==> src/rtl/apb2axi_pkg.sv <==
// Shared types and constants for the APB-to-AXI bridge: descriptor layout,
// transaction-issuer FSM states and AXI encodings.
package apb2axi_pkg;

  localparam int TAG_W           = 4;
  localparam int AXI_ADDR_W      = 32;
  localparam int MAX_OUTSTANDING = 4;

  localparam logic [1:0] AXI_BURST_INCR = 2'b01;

  typedef struct packed {
    logic [AXI_ADDR_W-1:0] addr;
    logic [7:0]            len;
    logic [2:0]            size;
    logic                  is_write;
  } directory_entry_t;

  typedef enum logic [1:0] {
    IDLE     = 2'd0,
    ISSUE_AR = 2'd1,
    ISSUE_AW = 2'd2
  } txn_state_e;

endpackage

==> src/rtl/apb2axi_outstanding_cnt.sv <==
// Outstanding-request counter: +1 on issue, -1 on completion, sticky error
// when a completion arrives with nothing outstanding.
module apb2axi_outstanding_cnt #(
  parameter int CNT_W = 3
) (
  input  logic             clk,
  input  logic             rst,
  input  logic             inc,
  input  logic             dec,
  output logic [CNT_W-1:0] count,
  output logic             err
);

  localparam logic [CNT_W-1:0] ONE = CNT_W'(1);

  // NOTE: sequential state uses non-blocking assignments so every flop
  // samples pre-edge values regardless of process evaluation order.
  always_ff @(posedge clk or posedge rst) begin
    if (rst) begin
      count <= '0;
      err   <= 1'b0;
    end else begin
      case ({inc, dec})
        2'b10: count <= count + ONE;
        2'b01: begin
          if (count == '0) err   <= 1'b1;
          else             count <= count - ONE;
        end
        default: ;  // idle, or issue and completion cancel out
      endcase
    end
  end

endmodule

==> src/rtl/apb2axi_txn_mgr.sv <==
// Transaction issuer: pops one descriptor at a time from the directory and
// presents it on AR or AW, gating pops on per-direction outstanding limits.
module apb2axi_txn_mgr
  import apb2axi_pkg::*;
#(
  parameter int TAG_W_P           = TAG_W,
  parameter int ADDR_W_P          = AXI_ADDR_W,
  parameter int MAX_OUTSTANDING_P = MAX_OUTSTANDING,
  parameter int CNT_W             = $clog2(MAX_OUTSTANDING_P + 1)
) (
  input  logic                pclk,
  input  logic                preset,
  input  logic                dir_pop_valid,
  input  directory_entry_t    dir_pop_entry,
  input  logic [TAG_W_P-1:0]  dir_pop_tag,
  output logic                dir_pop_ready,
  output logic                ar_valid,
  input  logic                ar_ready,
  output logic [TAG_W_P-1:0]  ar_id,
  output logic [ADDR_W_P-1:0] ar_addr,
  output logic [7:0]          ar_len,
  output logic [2:0]          ar_size,
  output logic [1:0]          ar_burst,
  output logic                aw_valid,
  input  logic                aw_ready,
  output logic [TAG_W_P-1:0]  aw_id,
  output logic [ADDR_W_P-1:0] aw_addr,
  output logic [7:0]          aw_len,
  output logic [2:0]          aw_size,
  output logic [1:0]          aw_burst,
  input  logic                rd_done,
  input  logic                wr_done,
  output logic [CNT_W-1:0]    rd_outstanding,
  output logic [CNT_W-1:0]    wr_outstanding,
  output logic                busy,
  output logic                cnt_err
);

  localparam logic [CNT_W-1:0] MAX_CNT = CNT_W'(MAX_OUTSTANDING_P);

  txn_state_e          state, next_state;
  logic                pop, slot_free, ar_hs, aw_hs;
  logic                rd_err, wr_err;
  logic [TAG_W_P-1:0]  hold_tag;
  logic [ADDR_W_P-1:0] hold_addr;
  logic [7:0]          hold_len;
  logic [2:0]          hold_size;

  // Registered counts only: a same-cycle completion frees its slot next cycle.
  assign slot_free     = dir_pop_entry.is_write ? (wr_outstanding < MAX_CNT)
                                                : (rd_outstanding < MAX_CNT);
  assign dir_pop_ready = !preset && (state == IDLE) && slot_free;
  assign pop           = dir_pop_valid && dir_pop_ready;

  always_ff @(posedge pclk or posedge preset) begin
    if (preset) state <= IDLE;
    else        state <= next_state;
  end

  // NOTE: every always_comb output gets a default first so no path can
  // leave it unassigned and infer a latch.
  always_comb begin
    next_state = state;
    ar_hs      = 1'b0;
    aw_hs      = 1'b0;
    case (state)
      IDLE:     if (pop) next_state = dir_pop_entry.is_write ? ISSUE_AW : ISSUE_AR;
      ISSUE_AR: if (ar_ready) begin
                  ar_hs      = 1'b1;
                  next_state = IDLE;
                end
      ISSUE_AW: if (aw_ready) begin
                  aw_hs      = 1'b1;
                  next_state = IDLE;
                end
      default:  next_state = IDLE;
    endcase
  end

  // Holding register only loads on a pop, so payload is frozen while valid.
  always_ff @(posedge pclk or posedge preset) begin
    if (preset) begin
      hold_tag  <= '0;
      hold_addr <= '0;
      hold_len  <= '0;
      hold_size <= '0;
    end else if (pop) begin
      hold_tag  <= dir_pop_tag;
      hold_addr <= ADDR_W_P'(dir_pop_entry.addr);
      hold_len  <= dir_pop_entry.len;
      hold_size <= dir_pop_entry.size;
    end
  end

  assign ar_valid = (state == ISSUE_AR);
  assign ar_id    = hold_tag;
  assign ar_addr  = hold_addr;
  assign ar_len   = hold_len;
  assign ar_size  = hold_size;
  assign ar_burst = AXI_BURST_INCR;

  assign aw_valid = (state == ISSUE_AW);
  assign aw_id    = hold_tag;
  assign aw_addr  = hold_addr;
  assign aw_len   = hold_len;
  assign aw_size  = hold_size;
  assign aw_burst = AXI_BURST_INCR;

  apb2axi_outstanding_cnt #(.CNT_W(CNT_W)) u_rd_cnt (
    .clk   (pclk),
    .rst   (preset),
    .inc   (ar_hs),
    .dec   (rd_done),
    .count (rd_outstanding),
    .err   (rd_err)
  );

  apb2axi_outstanding_cnt #(.CNT_W(CNT_W)) u_wr_cnt (
    .clk   (pclk),
    .rst   (preset),
    .inc   (aw_hs),
    .dec   (wr_done),
    .count (wr_outstanding),
    .err   (wr_err)
  );

  assign cnt_err = rd_err || wr_err;
  assign busy    = (state != IDLE) || (rd_outstanding != '0) || (wr_outstanding != '0);

endmodule

==> config.mk <==
export PLATFORM = sky130hd
export DESIGN_NAME = apb2axi_txn_mgr
export DESIGN_NICKNAME = d
export VERILOG_FILES = /design/src/rtl/apb2axi_pkg.sv /design/src/rtl/apb2axi_outstanding_cnt.sv /design/src/rtl/apb2axi_txn_mgr.sv
export SDC_FILE = /design/constraint.sdc
export NUM_CORES = 1
export LEC_CHECK = 0
export BUFFER_PORTS_ARGS = -buffer_cell sky130_fd_sc_hd__buf_2
export CAP_MARGIN = 10
export CORE_MARGIN = 5
export CORE_UTILIZATION = 44
export CTS_CLUSTER_DIAMETER = 50
export DETAILED_ROUTE_END_ITERATION = 7
export GPL_TIMING_DRIVEN = 0
export PLACE_DENSITY = 0.92
export SYNTH_ARGS = -nofsm -noshare
export SYNTH_HDL_FRONTEND = slang
export SYNTH_SLANG_ARGS = --single-unit
==> constraint.sdc <==
create_clock -name pclk -period 2.8 [get_ports pclk]
set_input_delay 0.28 -clock pclk [delete_from_list [all_inputs] [get_ports pclk]]
set_output_delay 0.28 -clock pclk [all_outputs]
set_load 0.05 [all_outputs]
==> run summary, run 1 <==
status: finished, final reports clean
Worst Reg-to-Reg Cells: 8
wire per inst: 14.9 um
Clock Latency Late Sink: 0.32 ns
Root Driver: clkbuf_8
core box area: 0.00635 mm2
Critical Path AT: 2.39 ns
Max Transition Viols Final: 0
Fin. Hold Viols: 0
Hold Buf Count CTS: 0
Ys Warns: 0
min Tclk post-route: 2.20 ns
antenna violations before repair: 0
Nets: 458
DR DRC count: 0
Ports: 164
Die X: 90.9 um
Post-synth EDFFs: 0
Initial Utilization: 45.4%
IO buf count: 158
Area Growth Syn to Fin: 38.5%
Unique masters post-synth: 38
# H-tree levels: 3
First DRT Iteration DRCs: 27
cells after synthesis: 229
list of most frequent post-synthesis cells: dfrtp_1 (57), buf_4 (51), mux2_2 (39)
die height: 90.9 um
Max Buffers Root-to-Sink: 2
Final setup viols: 0
Setup crit start kind: flop
GRT overflow: 0
crit-path max FO: 10
Top FF cell, synth: dfrtp_1
post-CTS setup buffer count: 0
overall routed net length: 7170 um
Rel. slew slack: 63.7%
first-pass GRT wire length: 11700 um
Worst Setup End Kind: flop
top cell type's share of synthesized area: 49.5%
Antenna Cells: 0
Min Hold Slack: 0.0291 ns
fin crit share: 78.7%
largest net degree at the start of global routing: 34
First-pass DRT Iterations: 4
Synth async-reset ratio: 100%
unrepaired setup endpoints after global routing: no
Worst-Margin Slew: 0.544 ns
TritonCTS clock tree: yes
kind of critical path: reg -> reg
HPWL Detailed: 5800 um
Fillers: 520
Worst Skew: 0.00521 ns
syn_area_per_cell: 12.6 um2
vias in the first global route: 2411
worst r2r src: state[1]$_DFFE_PP0P_
register area share after synthesis: 49.5%
reg2reg setup slack: 0.60 ns
Final ANT Viol Nets: 0
flops & latches, synth: 57
cell taking the most area after synthesis: dfrtp_1
row count: 29
reg2reg end: u_rd_cnt.count[2]$_DFFE_PP0P_
layout cells sized above 1: 70.4%
synthesized area: 0.00288 mm2
vias after detailed routing: 2312
DIE AREA: 0.00827 mm2
Clock Sinks: 57
Worst EP required: 2.99 ns
CTS resizes: 0
vias per cell: 4.80
Total Neg Setup Slack: 0 ns
top post-synthesis cells by area: dfrtp_1 (50%), mux2_2 (15%), buf_4 (13%)
routability cong.: 0.784
cts bufs inserted: 9
top-count cell post-synth: dfrtp_1
CTS clk-pin slew, worst paths: 0.06 ns
Hold Path Class: in -> async
max_cap viols: 0
Max Freq: 454 MHz
GRT Total Usage: 17.3%
[cell type report]
type	instances	area, um2	area share, %
buffer	62	443	11.1
timing repair buffer	159	811	20.3
sequential	57	1430	35.7
inverter	6	22.5	0.564
tap	77	96.3	2.41
multi-input combinational	106	997	25.0
clock buffer	12	155	3.89
clock inverter	3	40.0	1.00
[layer usage]
layer / share of wire [%] / vias to the layer above / track usage (%)
met4: 1.4 / 0 / 4.52
li1: - / 1073 / -
met1: 36 / 1107 / 18.6
met5: 0 / - / 0
met3: 9.9 / 12 / 6.92
met2: 53 / 120 / 31.1
[critical path, stage by stage, from the launching register on]
cell	delay, ns
dfrtp_1	0.32
clkbuf_1	0.30
nand3b_1	0.29
nand2_1	0.10
xnor2_1	0.13
ha_1	0.23
or3b_2	0.45
o22ai_1	0.16
a22oi_1	0.10
[registers in the layout (all words and copies together) (netlist names)]
register	cells
ar_addr	32
ar_id	4
ar_len	8
ar_size	3
state	2
u_rd_cnt.count	3
u_rd_cnt.err	1
u_wr_cnt.count	3
u_wr_cnt.err	1
[per-stage QoR]
step,instance area (um2),util (%),std cells,setup WS (ns)
3_5_place_dp,3800,59.8,467,0.626
4_1_cts,3990,62.9,482,0.619
6_report,3990,62.9,482,0.595
2_1_floorplan,2890,-,231,0.123
5_1_grt,3990,62.9,482,0.442
3_3_place_gp,3780,59.5,466,0.434
[layout by cell type, fill, tap and decap left out, drive strengths merged, types with 4 or more instances in the layout]
cell      n
clkbuf   18
buf     215
inv       6
mux2     48
mux2i     4
dfrtp    57
nand2     4
nor2      4
conb      4
[how the worst max path moves through the flow]
stage / end / from / cells after the start
after global routing: u_rd_cnt.count[2]$_DFFE_PP0P_ / state[1]$_DFFE_PP0P_ / 8
after floorplan: dir_pop_ready / u_rd_cnt.count[2]$_DFFE_PP0P_ / 2
after CTS: u_rd_cnt.count[2]$_DFFE_PP0P_ / state[1]$_DFFE_PP0P_ / 8
after global placement: ar_addr[12]$_DFFE_PP0P_ / preset / 2
final: u_rd_cnt.count[2]$_DFFE_PP0P_ / state[1]$_DFFE_PP0P_ / 8
after detailed placement: u_rd_cnt.count[2]$_DFFE_PP0P_ / state[1]$_DFFE_PP0P_ / 8
[cell families after synthesis]
family,synth area share [%]
buffers and inverters,16.2
adder cells (fa/ha/maj),0.868
AO/OA/AOI/OAI,4.26
multiplexers,21.3
AND/OR/NAND/NOR,6.43
flip-flops,49.5
XOR/XNOR,1.22
other,0.261
Power of run 1 is not shown: default switching activity piles up to over one toggle a cycle in this logic, so the estimate is an artifact.
==> inputs of run 2 (changes only) <==
==> constraint.sdc (replaced) <==
create_clock -name pclk -period 2.2 [get_ports pclk]
set_input_delay 0.22 -clock pclk [delete_from_list [all_inputs] [get_ports pclk]]
set_output_delay 0.22 -clock pclk [all_outputs]
set_load 0.05 [all_outputs]
==> run 2 against run 1 <==
- first-iteration DRC count increased to 2.9 times the previous value
- via count decreased by 0.65%
- utilization up 1.0 points
- fmax increased by 5.8%
- flip-flop and latch count did not move
- register-to-register slack lost 0.48 ns
- critical endpoint is now u_wr_cnt.count[2]$_DFFE_PP0P_
- largest cell class unchanged
- highest routed layer unchanged
==> run summary, run 2 (synthesized netlist as in run 1, its figures left out) <==
status: finished, final reports clean
# H-tree levels: 3 (unchanged)
max_cap viols: 0 (unchanged)
crit path cell chain: nand3b_1 > nand2_1 > xnor2_1 > ha_1 > or3b_1 > o22ai_1 > a22oi_1
area of the multi-input gates: 0.00100 mm2 (+0.63%)
Antenna Cells: 0 (unchanged)
Worst-Margin Slew: 0.527 ns (-0.0169 ns)
layout cells sized above 1: 71.3% (+0.88 points)
Final ANT Viol Nets: 0 (unchanged)
unrepaired setup endpoints after global routing: no
Root Driver: clkbuf_8
overall routed net length: 7200 um (+0.49%)
slowest CP cell: dfrtp_2
vias after detailed routing: 2297 (-0.65%)
Max Freq: 480 MHz (+5.8%)
reg2reg end: u_wr_cnt.count[2]$_DFFE_PP0P_
die height: 90.9 um (unchanged)
Final setup viols: 0 (unchanged)
Nets: 460 (+0.44%)
Critical Path AT: 2.28 ns (-0.11 ns)
vias in the first global route: 2385 (-1.1%)
max FFs per register: 32 (unchanged)
GRT Total Usage: 17.0% (-0.26 points)
cts bufs inserted: 9 (unchanged)
Min Hold Slack: 0.130 ns (+0.101 ns)
row count: 29 (unchanged)
kind of critical path: reg -> reg
Worst Skew: 0.0110 ns (+0.00581 ns)
core box area: 0.00635 mm2 (unchanged)
Hold Path Class: in -> reg
Post-Place Cell Area: 0.00380 mm2 (+0.16%)
worst setup path startpoint: state[0]$_DFFE_PP0P_
CP top delay family: simple AND/OR/NAND/NOR gates
First-pass DRT Iterations: 4 (unchanged)
reg2reg setup slack: 0.12 ns (-0.48 ns)
Fin. Hold Viols: 0 (unchanged)
Setup crit start kind: flop
HPWL Detailed: 5750 um (-0.82%)
Max Transition Viols Final: 0 (unchanged)
TritonCTS clock tree: yes
min Tclk post-route: 2.08 ns (-0.121 ns)
First DRT Iteration DRCs: 77 (+190%)
Worst Reg-to-Reg Cells: 7 (-1)
Worst EP required: 2.39 ns (-0.60 ns)
first-pass GRT wire length: 11400 um (-2.9%)
wire per inst: 14.9 um (about the same)
Initial Utilization: 45.4% (unchanged)
fin crit share: 94.7% (+16 points)
vias per cell: 4.75 (-1.1%)
commonest cells after routing, fill and taps aside: buf_2 (161), dfrtp_1 (56), buf_4 (54), mux2_2 (39), clkbuf_8 (12)
CP Buf/Inv Count: 0 (-1)
routability cong.: 0.782 (-0.27%)
Worst Setup End Kind: flop
post-route cell area: 0.00406 mm2 (+1.7%)
Total Neg Setup Slack: 0 ns (unchanged)
crit-path max FO: 11 (+1)
Clock Latency Late Sink: 0.32 ns (about the same)
Sequential cell area: 0.00143 mm2 (about the same)
DIE AREA: 0.00827 mm2 (unchanged)
CP peak stage delay: 0.47 ns (+0.02 ns)
Fillers: 506 (-2.7%)
GRT overflow: 0 (unchanged)
DR DRC count: 0 (unchanged)
Ports: 164 (unchanged)
worst setup path end: u_wr_cnt.count[2]$_DFFE_PP0P_
antenna violations before repair: 0 (unchanged)
CTS clk-pin slew, worst paths: 0.07 ns (about the same)
Max Buffers Root-to-Sink: 2 (unchanged)
Rel. slew slack: 64.8% (+1.1 points)
Area Growth Syn to Fin: 40.8%
most common cell after layout, fill and taps aside: buf_2
IO buf count: 158 (unchanged)
largest net degree at the start of global routing: 34 (unchanged)
worst r2r src: state[0]$_DFFE_PP0P_
CP Depth: 7 (-1)
Die X: 90.9 um (unchanged)
Clock Sinks: 57 (unchanged)
run 2: final cells by class:
type / instances / area share (%)
buffer: 60 / 10.7
clock buffer: 13 / 4.16
clock inverter: 2 / 1.48
inverter: 6 / 0.555
multi-input combinational: 106 / 24.7
sequential: 57 / 35.2
tap: 77 / 2.37
timing repair buffer: 163 / 20.8
run 2: how the worst min path moves through the flow:
stage	from	endpoint	slack (ns)	depth (start not counted)
3_3_place_gp	u_wr_cnt.err$_DFFE_PP0P_	u_wr_cnt.err$_DFFE_PP0P_	0.45	1
4_1_cts	dir_pop_entry[15]	ar_addr[3]$_DFFE_PP0P_	0.11	2
6_report	dir_pop_entry[15]	ar_addr[3]$_DFFE_PP0P_	0.13	2
2_1_floorplan	dir_pop_entry[0]	state[0]$_DFFE_PP0P_	0.32	1
5_1_grt	dir_pop_entry[15]	ar_addr[3]$_DFFE_PP0P_	0.11	2
3_5_place_dp	preset	u_rd_cnt.err$_DFFE_PP0P_	0.32	2
run 2: repair_timing:
item                       4_1_cts  5_1_grt
buffers inserted                 0        3
hold endpoints to repair        24        0
resized for setup                0        1
pin swaps                        0        0
setup endpoints to repair        2        2
hold buffers                     1        0
run 2: layer usage:
| layer | vias to the layer above | share of wire (%) | track usage, % |
|---|---|---|---|
| li1 | 1087 | - | - |
| met1 | 1091 | 36 | 17.9 |
| met2 | 108 | 54 | 30.8 |
| met3 | 11 | 9.0 | 6.25 |
| met4 | 0 | 1.5 | 6.23 |
| met5 | - | 0 | 0 |
run 2: metrics by stage:
stage | util (%) | instances | setup WS, ns
global placement | 59.6 | 466 | -0.121
global route | 63.9 | 484 | 0.00829
detailed placement | 59.9 | 467 | -0.0338
finish | 63.9 | 484 | 0.117
CTS | 63.5 | 481 | 0.0975
floorplan | - | 231 | 0.175
Power of run 2 is left out for the same reason.
==> inputs of run 3 (changes only) <==
--- a/config.mk
+++ b/config.mk
@@ -8,11 +8,11 @@
 export BUFFER_PORTS_ARGS = -buffer_cell sky130_fd_sc_hd__buf_2
 export CAP_MARGIN = 10
 export CORE_MARGIN = 5
-export CORE_UTILIZATION = 44
+export CORE_UTILIZATION = 48
 export CTS_CLUSTER_DIAMETER = 50
 export DETAILED_ROUTE_END_ITERATION = 7
 export GPL_TIMING_DRIVEN = 0
-export PLACE_DENSITY = 0.92
+export PLACE_DENSITY = 0.95
 export SYNTH_ARGS = -nofsm -noshare
 export SYNTH_HDL_FRONTEND = slang
 export SYNTH_SLANG_ARGS = --single-unit
==> constraint.sdc (replaced) <==
create_clock -name pclk -period 2.6 [get_ports pclk]
set_input_delay 0.26 -clock pclk [delete_from_list [all_inputs] [get_ports pclk]]
set_output_delay 0.26 -clock pclk [all_outputs]
set_load 0.05 [all_outputs]
==> run 3 against run 2 <==
- cell area shrank 0.71%
- critical path depth grew 1
- worst hold slack lost 0.093 ns
- clock skew shrank 0.0050 ns
- flip-flop and latch count is the same
- sequential share of layout area grew 0.22 points
- fmax shrank 9.2%
- setup slack gained 0.19 ns
- first-iteration DRC count shrank 40%
- routed wire length shrank 4.0%
- critical path type unchanged
- die area shrank 7.4%
- clock-buffer cell count is the same
==> run summary, run 3 (synthesized netlist as in run 1, its figures left out) <==
status: finished, final reports clean
CP peak stage delay: 0.45 ns (-0.02 ns)
Rel. slew slack: 62.1% (-2.7 points)
Fillers: 435 (-14%)
Die X: 87.5 um (-3.8%)
Fin. Hold Viols: 0 (unchanged)
crit-path max FO: 10 (-1)
row count: 28 (-3.4%)
Critical Path AT: 2.47 ns (+0.19 ns)
commonest cells after routing, fill and taps aside: buf_2 (161), dfrtp_1 (57), buf_4 (51), mux2_2 (39), clkbuf_8 (12)
Clock Latency Late Sink: 0.31 ns (about the same)
vias per cell: 4.73 (-0.31%)
Initial Utilization: 49.0% (+3.6 points)
post-CTS setup buffer count: 0 (unchanged)
Worst-Margin Slew: 0.567 ns (+0.0402 ns)
Setup crit start kind: flop
Max Buffers Root-to-Sink: 2 (unchanged)
CTS resizes: 0 (unchanged)
IO buf count: 158 (unchanged)
# H-tree levels: 3 (unchanged)
CP top delay family: simple AND/OR/NAND/NOR gates
min Tclk post-route: 2.29 ns (+0.211 ns)
antenna violations before repair: 0 (unchanged)
Worst EP required: 2.78 ns (+0.39 ns)
largest net degree at the start of global routing: 33 (-2.9%)
max_cap viols: 0 (unchanged)
overall routed net length: 6920 um (-4.0%)
HPWL Detailed: 5590 um (-2.7%)
Clock Sinks: 57 (unchanged)
CP Buf/Inv Count: 1 (+1)
cts bufs inserted: 9 (unchanged)
First DRT Iteration DRCs: 46 (-40%)
crit path cell chain: clkbuf_1 > nand3b_1 > nand2_1 > xnor2_1 > ha_1 > or3b_2 > o22ai_1 > a22oi_1
DIE AREA: 0.00765 mm2 (-7.4%)
Hold Buf Count CTS: 0 (-1)
Ports: 164 (unchanged)
# placed instances: 465 (-0.43%)
vias in the first global route: 2347 (-1.6%)
Min Hold Slack: 0.0368 ns (-0.0933 ns)
Max Freq: 436 MHz (-9.2%)
layout cells sized above 1: 70.6% (-0.64 points)
Max Transition Viols Final: 0 (unchanged)
unrepaired setup endpoints after global routing: no
Hold Path Class: in -> async
first-pass GRT wire length: 10800 um (-5.6%)
max FFs per register: 32 (unchanged)
CTS clk-pin slew, worst paths: 0.06 ns (about the same)
core box area: 0.00589 mm2 (-7.3%)
First-pass DRT Iterations: 4 (unchanged)
Total Neg Setup Slack: 0 ns (unchanged)
DR DRC count: 0 (unchanged)
GRT overflow: 0 (unchanged)
Antenna Cells: 0 (unchanged)
routability cong.: 0.836 (+6.9%)
Finished Layout Cells: 480 (-0.83%)
Root Driver: clkbuf_8
kind of critical path: reg -> reg
Worst Setup End Kind: flop
Final setup viols: 0 (unchanged)
Area Growth Syn to Fin: 39.8%
slowest CP cell: or3b_2
Worst Skew: 0.00607 ns (-0.00495 ns)
Nets: 458 (-0.43%)
most common cell after layout, fill and taps aside: buf_2
vias after detailed routing: 2271 (-1.1%)
TritonCTS clock tree: yes
Final ANT Viol Nets: 0 (unchanged)
die height: 87.5 um (-3.8%)
wire per inst: 14.4 um (-3.2%)
GRT Total Usage: 18.0% (+0.99 points)
fin crit share: 88.2% (-6.5 points)
==> run 3: cell types whose count changed in the layout (fill, tap and decap cells not counted), sizes merged <==
cell,previous run,this run
buf,218,215
clkbuf,17,19
dlygate4sd3,1,0
==> run 3: final cells by class <==
| type | instances | area, um2 | area share, % |
|---|---|---|---|
| flip-flops and latches | 57 | 1430 | 35.4 |
| multi-input cells | 106 | 1000 | 24.9 |
| repair buffers | 159 | 811 | 20.1 |
| plain buffers | 62 | 443 | 11.0 |
| clock buffers | 13 | 169 | 4.19 |
| well taps | 75 | 93.8 | 2.33 |
| clock inverters | 2 | 60.1 | 1.49 |
| inverters | 6 | 22.5 | 0.559 |
==> run 3: final timing paths <==
| kind | from | endpoint | slack, ns | cells past startpoint |
|---|---|---|---|---|
| max | state[0]$_DFFE_PP0P_ | u_rd_cnt.count[2]$_DFFE_PP0P_ | 0.31 | 8 |
| min | preset | u_rd_cnt.err$_DFFE_PP0P_ | 0.04 | 2 |
| max reg2reg | state[0]$_DFFE_PP0P_ | u_rd_cnt.count[2]$_DFFE_PP0P_ | 0.31 | 8 |
| min reg2reg | u_wr_cnt.err$_DFFE_PP0P_ | u_wr_cnt.err$_DFFE_PP0P_ | 0.47 | 1 |
| max in group asynchronous | preset | ar_id[0]$_DFFE_PP0P_ | 2.00 | 3 |
| min in group pclk | dir_pop_entry[17] | ar_addr[5]$_DFFE_PP0P_ | 0.17 | 2 |
==> run 3: routing by layer <==
layer	wire length, um	vias to the layer above	part of all wire (%)	GRT usage (%)
li1	-	1084	-	-
met1	2460	1085	36	19.9
met2	3740	97	54	33.1
met3	652	5	9.4	4.64
met4	61	0	0.88	6.00
met5	0	-	0	0
==> run 3: per-stage QoR <==
step | util [%] | instance area [um2] | setup WS [ns]
after floorplan | - | 2900 | 0.535
after global placement | 64.2 | 3780 | 0.241
after detailed placement | 64.6 | 3800 | 0.365
after CTS | 68.5 | 4030 | 0.325
after global routing | 68.5 | 4030 | 0.168
final | 68.5 | 4030 | 0.306
Power of run 3 is left out for the same reason.
